--- config.mk ---
export PLATFORM = sky130hd
export DESIGN_NAME = regfile_wb_arbiter
export DESIGN_NICKNAME = d
export VERILOG_FILES = /design/src/rtl/cpu_pkg.sv /design/src/rtl/rr_arbiter.sv /design/src/rtl/regfile_wb_arbiter.sv
export SDC_FILE = /design/constraint.sdc
export NUM_CORES = 1
export LEC_CHECK = 0
export ABC_AREA = 1
export CAP_MARGIN = 30
export CORE_MARGIN = 10
export CORE_UTILIZATION = 44
export CTS_CLUSTER_SIZE = 16
export DETAILED_ROUTE_END_ITERATION = 12
export PLACE_DENSITY = 0.81
export SYNTH_ARGS = -nofsm -noshare
export SYNTH_HDL_FRONTEND = slang
export SYNTH_HIERARCHICAL = 1
export SYNTH_SLANG_ARGS = --single-unit
--- constraint.sdc ---
create_clock -name clk_i -period 2.95 [get_ports clk_i]
set_input_delay 0.295 -clock clk_i [delete_from_list [all_inputs] [get_ports clk_i]]
set_output_delay 0.295 -clock clk_i [all_outputs]
set_load 0.01 [all_outputs]
--- src/rtl/cpu_pkg.sv ---
// Shared CPU constants: datapath width, register file geometry and writeback requester indices.
package cpu_pkg;

  localparam int unsigned XLEN       = 32;
  localparam int unsigned NREG       = 32;
  localparam int unsigned REG_ADDR_W = 5;

  localparam int unsigned WB_ALU = 0;
  localparam int unsigned WB_LSU = 1;
  localparam int unsigned WB_MDU = 2;

  typedef logic [REG_ADDR_W-1:0] reg_addr_t;

endpackage

--- src/rtl/rr_arbiter.sv ---
// N-input arbiter producing a one-hot grant; round-robin by default, fixed priority
// (input 0 highest) when WB_FIXED_PRIO_EN is defined.
module rr_arbiter #(
  parameter int unsigned N = 3
) (
  input  logic         clk_i,
  input  logic         reset_i,
  input  logic [N-1:0] req_i,
  output logic [N-1:0] gnt_o
);

  // Nothing is granted while reset is held.
  logic [N-1:0] req_m;
  assign req_m = req_i & {N{~reset_i}};

`ifdef WB_FIXED_PRIO_EN

  always_comb begin
    gnt_o = '0;
    for (int unsigned i = 0; i < N; i++) begin
      if (req_m[i] && (gnt_o == '0)) begin
        gnt_o[i] = 1'b1;
      end
    end
  end

`else

  localparam int unsigned PtrW = $clog2(N);

  logic [PtrW-1:0] ptr_q, ptr_d;
  logic [PtrW-1:0] win;
  logic            found;
  int unsigned     idx;

  // Search starts at the pointer and wraps; the pointer then moves just past the winner.
  always_comb begin
    gnt_o = '0;
    found = 1'b0;
    win   = '0;
    idx   = 0;
    for (int unsigned i = 0; i < N; i++) begin
      idx = (int'(ptr_q) + i) % N;
      if (!found && req_m[idx]) begin
        gnt_o[idx] = 1'b1;
        found      = 1'b1;
        win        = PtrW'(idx);
      end
    end
    ptr_d = ptr_q;
    if (found) begin
      ptr_d = (win == PtrW'(N - 1)) ? '0 : win + 1'b1;
    end
  end

  always_ff @(posedge clk_i) begin
    if (reset_i) begin
      ptr_q <= '0;
    end else begin
      ptr_q <= ptr_d;
    end
  end

`endif

endmodule

--- src/rtl/regfile_wb_arbiter.sv ---
// Register file write-port owner: arbitrates writeback producers into a registered write
// command and tracks pending long-latency destinations for RAW stalls. See WB_FIXED_PRIO_EN.
module regfile_wb_arbiter
  import cpu_pkg::*;
#(
  parameter int unsigned N_REQ = 3,
  parameter int unsigned XLEN  = 32,
  parameter int unsigned NREG  = 32
) (
  input  logic                    clk_i,
  input  logic                    reset_i,
  input  logic [N_REQ-1:0]        req_valid_i,
  input  logic [N_REQ*5-1:0]      req_rd_i,
  input  logic [N_REQ*XLEN-1:0]   req_data_i,
  output logic [N_REQ-1:0]        req_ready_o,
  input  logic                    iss_valid_i,
  input  logic [REG_ADDR_W-1:0]   iss_rd_i,
  input  logic [REG_ADDR_W-1:0]   chk_rs1_i,
  input  logic [REG_ADDR_W-1:0]   chk_rs2_i,
  output logic                    stall_o,
  output logic                    wr_en_o,
  output logic [REG_ADDR_W-1:0]   wr_addr_o,
  output logic [XLEN-1:0]         wr_data_o
);

  logic [N_REQ-1:0]      gnt;
  logic                  granted;
  reg_addr_t             rd_sel;
  logic [XLEN-1:0]       data_sel;

  logic                  wr_en_q, wr_en_d;
  reg_addr_t             wr_addr_q, wr_addr_d;
  logic [XLEN-1:0]       wr_data_q, wr_data_d;
  logic [NREG-1:0]       pending_q, pending_d;

  rr_arbiter #(
    .N (N_REQ)
  ) u_arb (
    .clk_i   (clk_i),
    .reset_i (reset_i),
    .req_i   (req_valid_i),
    .gnt_o   (gnt)
  );

  assign req_ready_o = gnt;
  assign granted     = |gnt;

  always_comb begin
    rd_sel   = '0;
    data_sel = '0;
    for (int unsigned i = 0; i < N_REQ; i++) begin
      if (gnt[i]) begin
        rd_sel   = rd_sel | req_rd_i[i*5 +: 5];
        data_sel = data_sel | req_data_i[i*XLEN +: XLEN];
      end
    end
  end

  // A granted write to x0 is consumed but never reaches the register file.
  always_comb begin
    wr_en_d   = granted && (rd_sel != '0);
    wr_addr_d = wr_en_d ? rd_sel : wr_addr_q;
    wr_data_d = wr_en_d ? data_sel : wr_data_q;
  end

  // Set after clear so a same-cycle reissue to the written rd stays pending.
  always_comb begin
    pending_d = pending_q;
    if (granted) begin
      pending_d[rd_sel] = 1'b0;
    end
    if (iss_valid_i && (iss_rd_i != '0)) begin
      pending_d[iss_rd_i] = 1'b1;
    end
    pending_d[0] = 1'b0;
  end

  always_ff @(posedge clk_i) begin
    if (reset_i) begin
      wr_en_q   <= 1'b0;
      wr_addr_q <= '0;
      wr_data_q <= '0;
      pending_q <= '0;
    end else begin
      wr_en_q   <= wr_en_d;
      wr_addr_q <= wr_addr_d;
      wr_data_q <= wr_data_d;
      pending_q <= pending_d;
    end
  end

  assign stall_o   = pending_q[chk_rs1_i] | pending_q[chk_rs2_i];
  assign wr_en_o   = wr_en_q;
  assign wr_addr_o = wr_addr_q;
  assign wr_data_o = wr_data_q;

endmodule

==> results of run 1 <==
-- area by class of cell --
type | count | area (µm²)
clock inverters | 7 | 127.6
well taps | 133 | 166.4
repair buffers | 195 | 1914
fillers | 870 | 3171
inverters | 65 | 251.5
multi-input cells | 566 | 2641
clock buffers | 9 | 123.9
flip-flops and latches | 71 | 1424
-- layer usage --
layer  share of wire (%)  wire [µm]
met1                  37       6204
met2                  51       8393
met3                 9.8       1630
met4                 2.3        378
met5                   0          0
-- what timing repair did --
action / CTS / global route
setup endpoints to repair: 6 / 71
gates resized for setup: 4 / 17
setup buffers: 1 / 4
hold buffers: 0 / 0
pin swaps: 1 / 4
-- through the flow --
step	TNS [ns]	setup WS [ns]
2_1_floorplan	0	0.3603
3_3_place_gp	0	0.1433
3_5_place_dp	-0.2000	-0.04529
4_1_cts	-0.1764	-0.1764
5_1_grt	-0.03654	-0.03232
6_report	0	0.1286
-- state kept, by name, indices dropped and copies added (netlist names) --
register	flops
u_arb/ptr_q	2
wr_addr_o	5
wr_data_o	32
pending_q	31
wr_en_o	1
-- worst paths after layout --
check | start | endpoint | slack (ns)
worst max-delay path | u_arb/ptr_q[0]$_SDFFE_PP0P_ | req_ready_o[0] | 0.13
worst min register to register | wr_addr_o[3]$_SDFFE_PP0P_ | wr_addr_o[3]$_SDFFE_PP0P_ | 0.47
worst max register to register | u_arb/ptr_q[0]$_SDFFE_PP0P_ | wr_data_o[17]$_SDFFE_PP0P_ | 0.18
worst min-delay path | wr_addr_o[3]$_SDFFE_PP0P_ | wr_addr_o[3]$_SDFFE_PP0P_ | 0.47
-- power by group --
part           switching, mW  internal (mW)  leakage [nW]  total (mW)
Sequential             0.112           1.18         0.581        1.29
Combinational           2.22           1.51          2.16        3.73
Clock                  0.410          0.575         0.126       0.985
Total                   2.74           3.26          2.86        6.01
-- cell families (layout without fill, tap and decap cells) --
family	after synthesis	after routing	share of synthesized area, %
adder cells (fa/ha/maj)	4	4	1.125
buffers and inverters	99	276	9.814
flip-flops	71	71	31.95
AO/OA/AOI/OAI	99	99	11.78
AND/OR/NAND/NOR	463	463	45.33
-- worst max-delay path: stages (launching register included) --
cell	delay, ns
dfxtp_2	0.36
inv_1	0.09
ha_4	0.31
inv_4	0.05
nand3_2	0.07
nand3_1	0.07
nand2_1	0.12
nand3_2	0.12
inv_1	0.09
nand2_1	0.06
o211ai_1	0.12
buf_4	0.16
clkdlybuf4s50_1	0.54
-- layout by cell type, fill, tap and decap left out, types with 2 or more instances in the layout --
| master | netlist | layout |
|---|---|---|
| nand3_2 | 7 | 7 |
| dfxtp_2 | 0 | 2 |
| o211ai_1 | 2 | 2 |
| o21ai_1 | 15 | 16 |
| a21oi_2 | 5 | 5 |
| ha_1 | 4 | 2 |
| nor2_1 | 75 | 72 |
| inv_2 | 4 | 4 |
| buf_4 | 0 | 20 |
| inv_6 | 0 | 2 |
| inv_4 | 2 | 3 |
| nand2_1 | 253 | 249 |
| bufinv_16 | 0 | 3 |
| dfxtp_1 | 71 | 69 |
| nand3_1 | 96 | 95 |
| nand3_4 | 2 | 3 |
| a21oi_1 | 32 | 32 |
| clkdlybuf4s50_1 | 0 | 171 |
| clkbuf_8 | 0 | 9 |
| nand4_1 | 4 | 4 |
| o21ai_0 | 43 | 42 |
| nor2_2 | 1 | 3 |
| nor3_1 | 6 | 6 |
| nor2_4 | 3 | 4 |
| nand2_2 | 13 | 17 |
| inv_1 | 58 | 57 |
==> metrics.yaml, run 1 <==
use_met1_pct: 24.00
period_minus_slack_ns: 2.821
synth.net_count: 872
drc_errors: 0
hold_path.class: "flip-flop to flip-flop"
synthToLayoutAreaGrowth_pct: 49.44
grtUsageMet2_pct: 39.74
grt_pass1_wl_um: 26740
die_y_um: 120.6
die_w_um: 120.6
tightest_slew_ns: 0.8351
synthFlopType: "dfxtp_1"
core_um2: 9819
hold_viol_final: 0
die-area_um2: 14530
whs_path_depth: 2
drt_first_pass_iters: 6
io_pins: 174
clk_path_buf_depth: 2
p_leak_nw: 2.863
postPlaceCellArea_um2: 6300
first_global_vias: 5454
drive_above_1_share_pct: 9.967
cts_buffers: 9
syn_avg_cell_area_um2: 6.045
critPathKind: "flip-flop to primary output"
startpoint_type: "flip-flop"
timing.hold.ws_ns: 0.4726
finalPower_mw: 6.007
finalCritPeriodShare_pct: 95.64
synth_common_cells: "253 x nand2_1, 96 x nand3_1, 75 x nor2_1"
synthCells: 736
cts-root-buf: "clkbuf_8"
drv_cap: 0
dp_cells: 1025
gp_congestion: 0.9312
synth.most_common_cell: "nand2_1"
worst_setup_path_end_kind: "primary output"
syn_area_um2: 4449
cts.sinks: 71
synth.distinct_cells: 31
fp-row-count: 36
grt_antenna_before_repair: 0
synth_top_cell_by_area: "dfxtp_1"
drt-total-wl_um: 16610
skew_ns: 0.008989
h-tree-depth: 3
grt_usage_pct: 22.22
synth-edff-count: 0
crit_fanout: 5
antenna_cells: 0
grt_start_max_net_pins: 39
grt_overflow: 0
cts.clk_slew.worst_paths_ns: 0.08
drt-vias-per-instance: 5.248
async_flop_share_pct: 0
peakVddDrop_mv: 0.7037
powerDensity_nw_per_um2: 903.4
cp.arrival_ns: 2.53
synth_top_area_share_pct: 31.95
ys_seq_elements: 71
r2r_cells: 18
required_ns: 2.65
ys_seq_area_share_pct: 31.95
initialDrtViolationCount: 388
nets: 1044
top_usage_layer: "met2"
start_util_pct: 45.31
via_count: 5489
post_drt_wl_per_cell_um: 15.88
outcome: "completed"
finalNonFillerCells: 1046
setup_viol: 0
synth_warnings: 6
synth_area_leaders: "dfxtp_1 32%, nand2_1 21%, nand3_1 11%"
met3_usage_pct: 7.864
drv_slew: 0
clock_latency_ns: 0.35
hpwlAfterDp_um: 13240
relSlewSlack_pct: 43.82
cts_tree: "done"
final_area_um2: 6649
numPortBuffers: 173
ant_nets: 0
timing.fmax_mhz: 354.4
final_util_pct: 67.71
Power figures use the tool's default switching activity.
==> run 2: changes to the inputs <==
--- a/config.mk
+++ b/config.mk
@@ -11,6 +11,7 @@
 export CORE_UTILIZATION = 44
 export CTS_CLUSTER_SIZE = 16
 export DETAILED_ROUTE_END_ITERATION = 12
+export GPL_ROUTABILITY_DRIVEN = 0
 export PLACE_DENSITY = 0.81
 export SYNTH_ARGS = -nofsm -noshare
 export SYNTH_HDL_FRONTEND = slang
==> metrics.yaml, run 2 (synthesis results as in run 1) <==
outcome: "completed"
tightest_slew_ns: 0.7588  # -0.07629 ns
timing.rr.start: "u_arb/ptr_q[0]$_SDFFE_PP0P_"
cp.arrival_ns: 3.13  # +0.60 ns
final_util_pct: 67.25  # -0.46 points
r2r-end: "wr_data_o[13]$_SDFFE_PP0P_"
core_um2: 9819  # unchanged
min_to: "wr_addr_o[2]$_SDFFE_PP0P_"
drv_slew: 0  # unchanged
setup_viol: 0  # unchanged
cts_buffers: 9  # unchanged
p_seq_share_pct: 22.3  # +0.8 points
ctsHoldBuffers: 0  # unchanged
rsz0062_at_grt: "yes"
die_y_um: 120.6  # unchanged
powerDensity_nw_per_um2: 879.9  # -2.6%
drv_cap: 0  # unchanged
mostFrequentLayoutCells: "249 x nand2_1, 171 x clkdlybuf4s50_1, 95 x nand3_1, 71 x nor2_1, 69 x dfxtp_1"
multiInputGateArea_um2: 2646  # +0.19%
finalCritPeriodShare_pct: 97.69  # +2.1 points
grt_antenna_before_repair: 0  # unchanged
clock_latency_ns: 0.35  # about the same
p_sw_share_pct: 47.67  # +2.0 points
final.fill_count: 886  # +1.8%
seq_area_um2: 1424  # unchanged
period_minus_slack_ns: 2.882  # +0.06048 ns
fp-row-count: 36  # unchanged
drt_first_pass_iters: 6  # unchanged
io_pins: 174  # unchanged
drc_errors: 0  # unchanged
hold_viol_final: 0  # unchanged
initialDrtViolationCount: 519  # +34%
grt_pass1_wl_um: 26780  # +0.13%
largest_register_ffs: 32  # unchanged
grt_start_max_net_pins: 39  # unchanged
p_int_mw: 3.041  # -6.8%
clk_path_buf_depth: 2  # unchanged
regToRegSetupSlack_ns: 0.07  # -0.11 ns
p_switching_mw: 2.770  # +0.96%
hpwlAfterDp_um: 13320  # +0.57%
drt-vias-per-instance: 5.260  # +0.23%
antenna_cells: 0  # unchanged
relSlewSlack_pct: 49.36  # +5.5 points
pwr-share-clk_pct: 12.4  # -4.0 points
hold_path.class: "flip-flop to flip-flop"
die_w_um: 120.6  # unchanged
timing.fmax_mhz: 347.0  # -2.1%
grt_overflow: 0  # unchanged
h-tree-depth: 3  # unchanged
numPortBuffers: 173  # unchanged
die-area_um2: 14530  # unchanged
final_common_cell: "nand2_1"
start_util_pct: 45.31  # unchanged
drive_above_1_share_pct: 10.27  # +0.31 points
cts_tree: "done"
post_drt_wl_per_cell_um: 16.08  # +1.3%
critPathKind: "flip-flop to flip-flop"
r2r_cells: 21  # +3
comb_power_share_pct: 65.3  # +3.2 points
whs_path_depth: 2  # unchanged
via_count: 5512  # +0.42%
p_leak_nw: 2.833  # -1.1%
peakVddDrop_mv: 0.6577  # -6.5%
grt_usage_pct: 22.40  # +0.18 points
crit_fanout: 32  # +27
required_ns: 3.20  # +0.55 ns
min_from: "wr_addr_o[2]$_SDFFE_PP0P_"
cts-root-buf: "clkbuf_8"
startpoint_type: "flip-flop"
synthToLayoutAreaGrowth_pct: 48.43
ant_nets: 0  # unchanged
cts.sinks: 71  # unchanged
drt-total-wl_um: 16860  # +1.5%
cts.clk_slew.worst_paths_ns: 0.08  # about the same
finalPower_mw: 5.811  # -3.3%
nets: 1046  # +0.19%
skew_ns: 0.007449  # -0.001540 ns
worst_setup_path_end_kind: "flip-flop"
first_global_vias: 5470  # +0.29%
[run 2: per-stage QoR]
step	setup TNS [ns]	cell area (µm²)	setup WS (ns)	hold WS (ns)	instances
final	0	6604	0.06810	0.4698	1048
after global routing	-8.952	6604	-0.2352	0.4855	1048
after CTS	-0.1803	6476	-0.1803	0.4717	1040
after detailed placement	-0.1916	6292	-0.04065	0.4590	1024
after global placement	0	6292	0.1467	0.4554	1024
after floorplan	0	4449	0.3603	0.4496	736
[run 2: metal layers]
metal	GRT usage (%)	vias to the layer above	wire (µm)
met5	0	-	0
met4	9.955	0	564
met3	7.585	48	1843
met2	39.30	286	8362
met1	23.89	2483	6085
li1	-	2695	-
[run 2: what timing repair did]
item,CTS,global route
setup buffers,0,8
cloned,0,0
setup endpoints to repair,3,72
pin swaps,0,8
resized for setup,3,22
[run 2: layout make-up]
type                            instances  share of cell area (%)
Inverter                               65                   3.846
Timing Repair Buffer                  197                   29.27
Tap cell                              133                   2.520
Multi-Input combinational cell        566                   40.07
Clock inverter                          7                  0.8526
Clock buffer                            9                   1.876
Sequential cell                        71                   21.56
[run 2: worst max path at each step]
stage,from,end,cells after the start
2_1_floorplan,u_arb/ptr_q[0]$_SDFFE_PP0P_,wr_data_o[10]$_SDFFE_PP0P_,20
3_3_place_gp,reset_i,pending_q[29]$_SDFF_PP0_,13
3_5_place_dp,reset_i,pending_q[13]$_SDFF_PP0_,15
4_1_cts,u_arb/ptr_q[0]$_SDFFE_PP0P_,req_ready_o[2],13
5_1_grt,u_arb/ptr_q[0]$_SDFFE_PP0P_,wr_data_o[7]$_SDFFE_PP0P_,20
6_report,u_arb/ptr_q[0]$_SDFFE_PP0P_,wr_data_o[13]$_SDFFE_PP0P_,21
[run 2: power by group through the flow]
stage | clock, mW | combinational (mW) | sequential [mW]
floorplan | 0 | 2.24 | 1.38
global route | 0.763 | 4.20 | 1.32
detailed placement | 0 | 3.54 | 1.31
finish | 0.721 | 3.80 | 1.29
global placement | 0 | 3.43 | 1.30
CTS | 0.728 | 3.56 | 1.29
[run 2: critical path, cell delays in order (launching register included)]
cell and delay (ns):
dfxtp_2 0.34, inv_1 0.08, ha_4 0.32, inv_4 0.06, nand3_2 0.07, nand2_1 0.05, nand2_1 0.08, nand2_2 0.08
nand3_2 0.10, nor2_2 0.06, a31oi_1 0.21, nand2_2 0.16, buf_4 0.17, nand2_1 0.08, nand3_2 0.11, inv_4 0.11
nand2_2 0.10, nor2_4 0.16, inv_1 0.09, buf_12 0.17, nor2_1 0.11, nor2_1 0.06
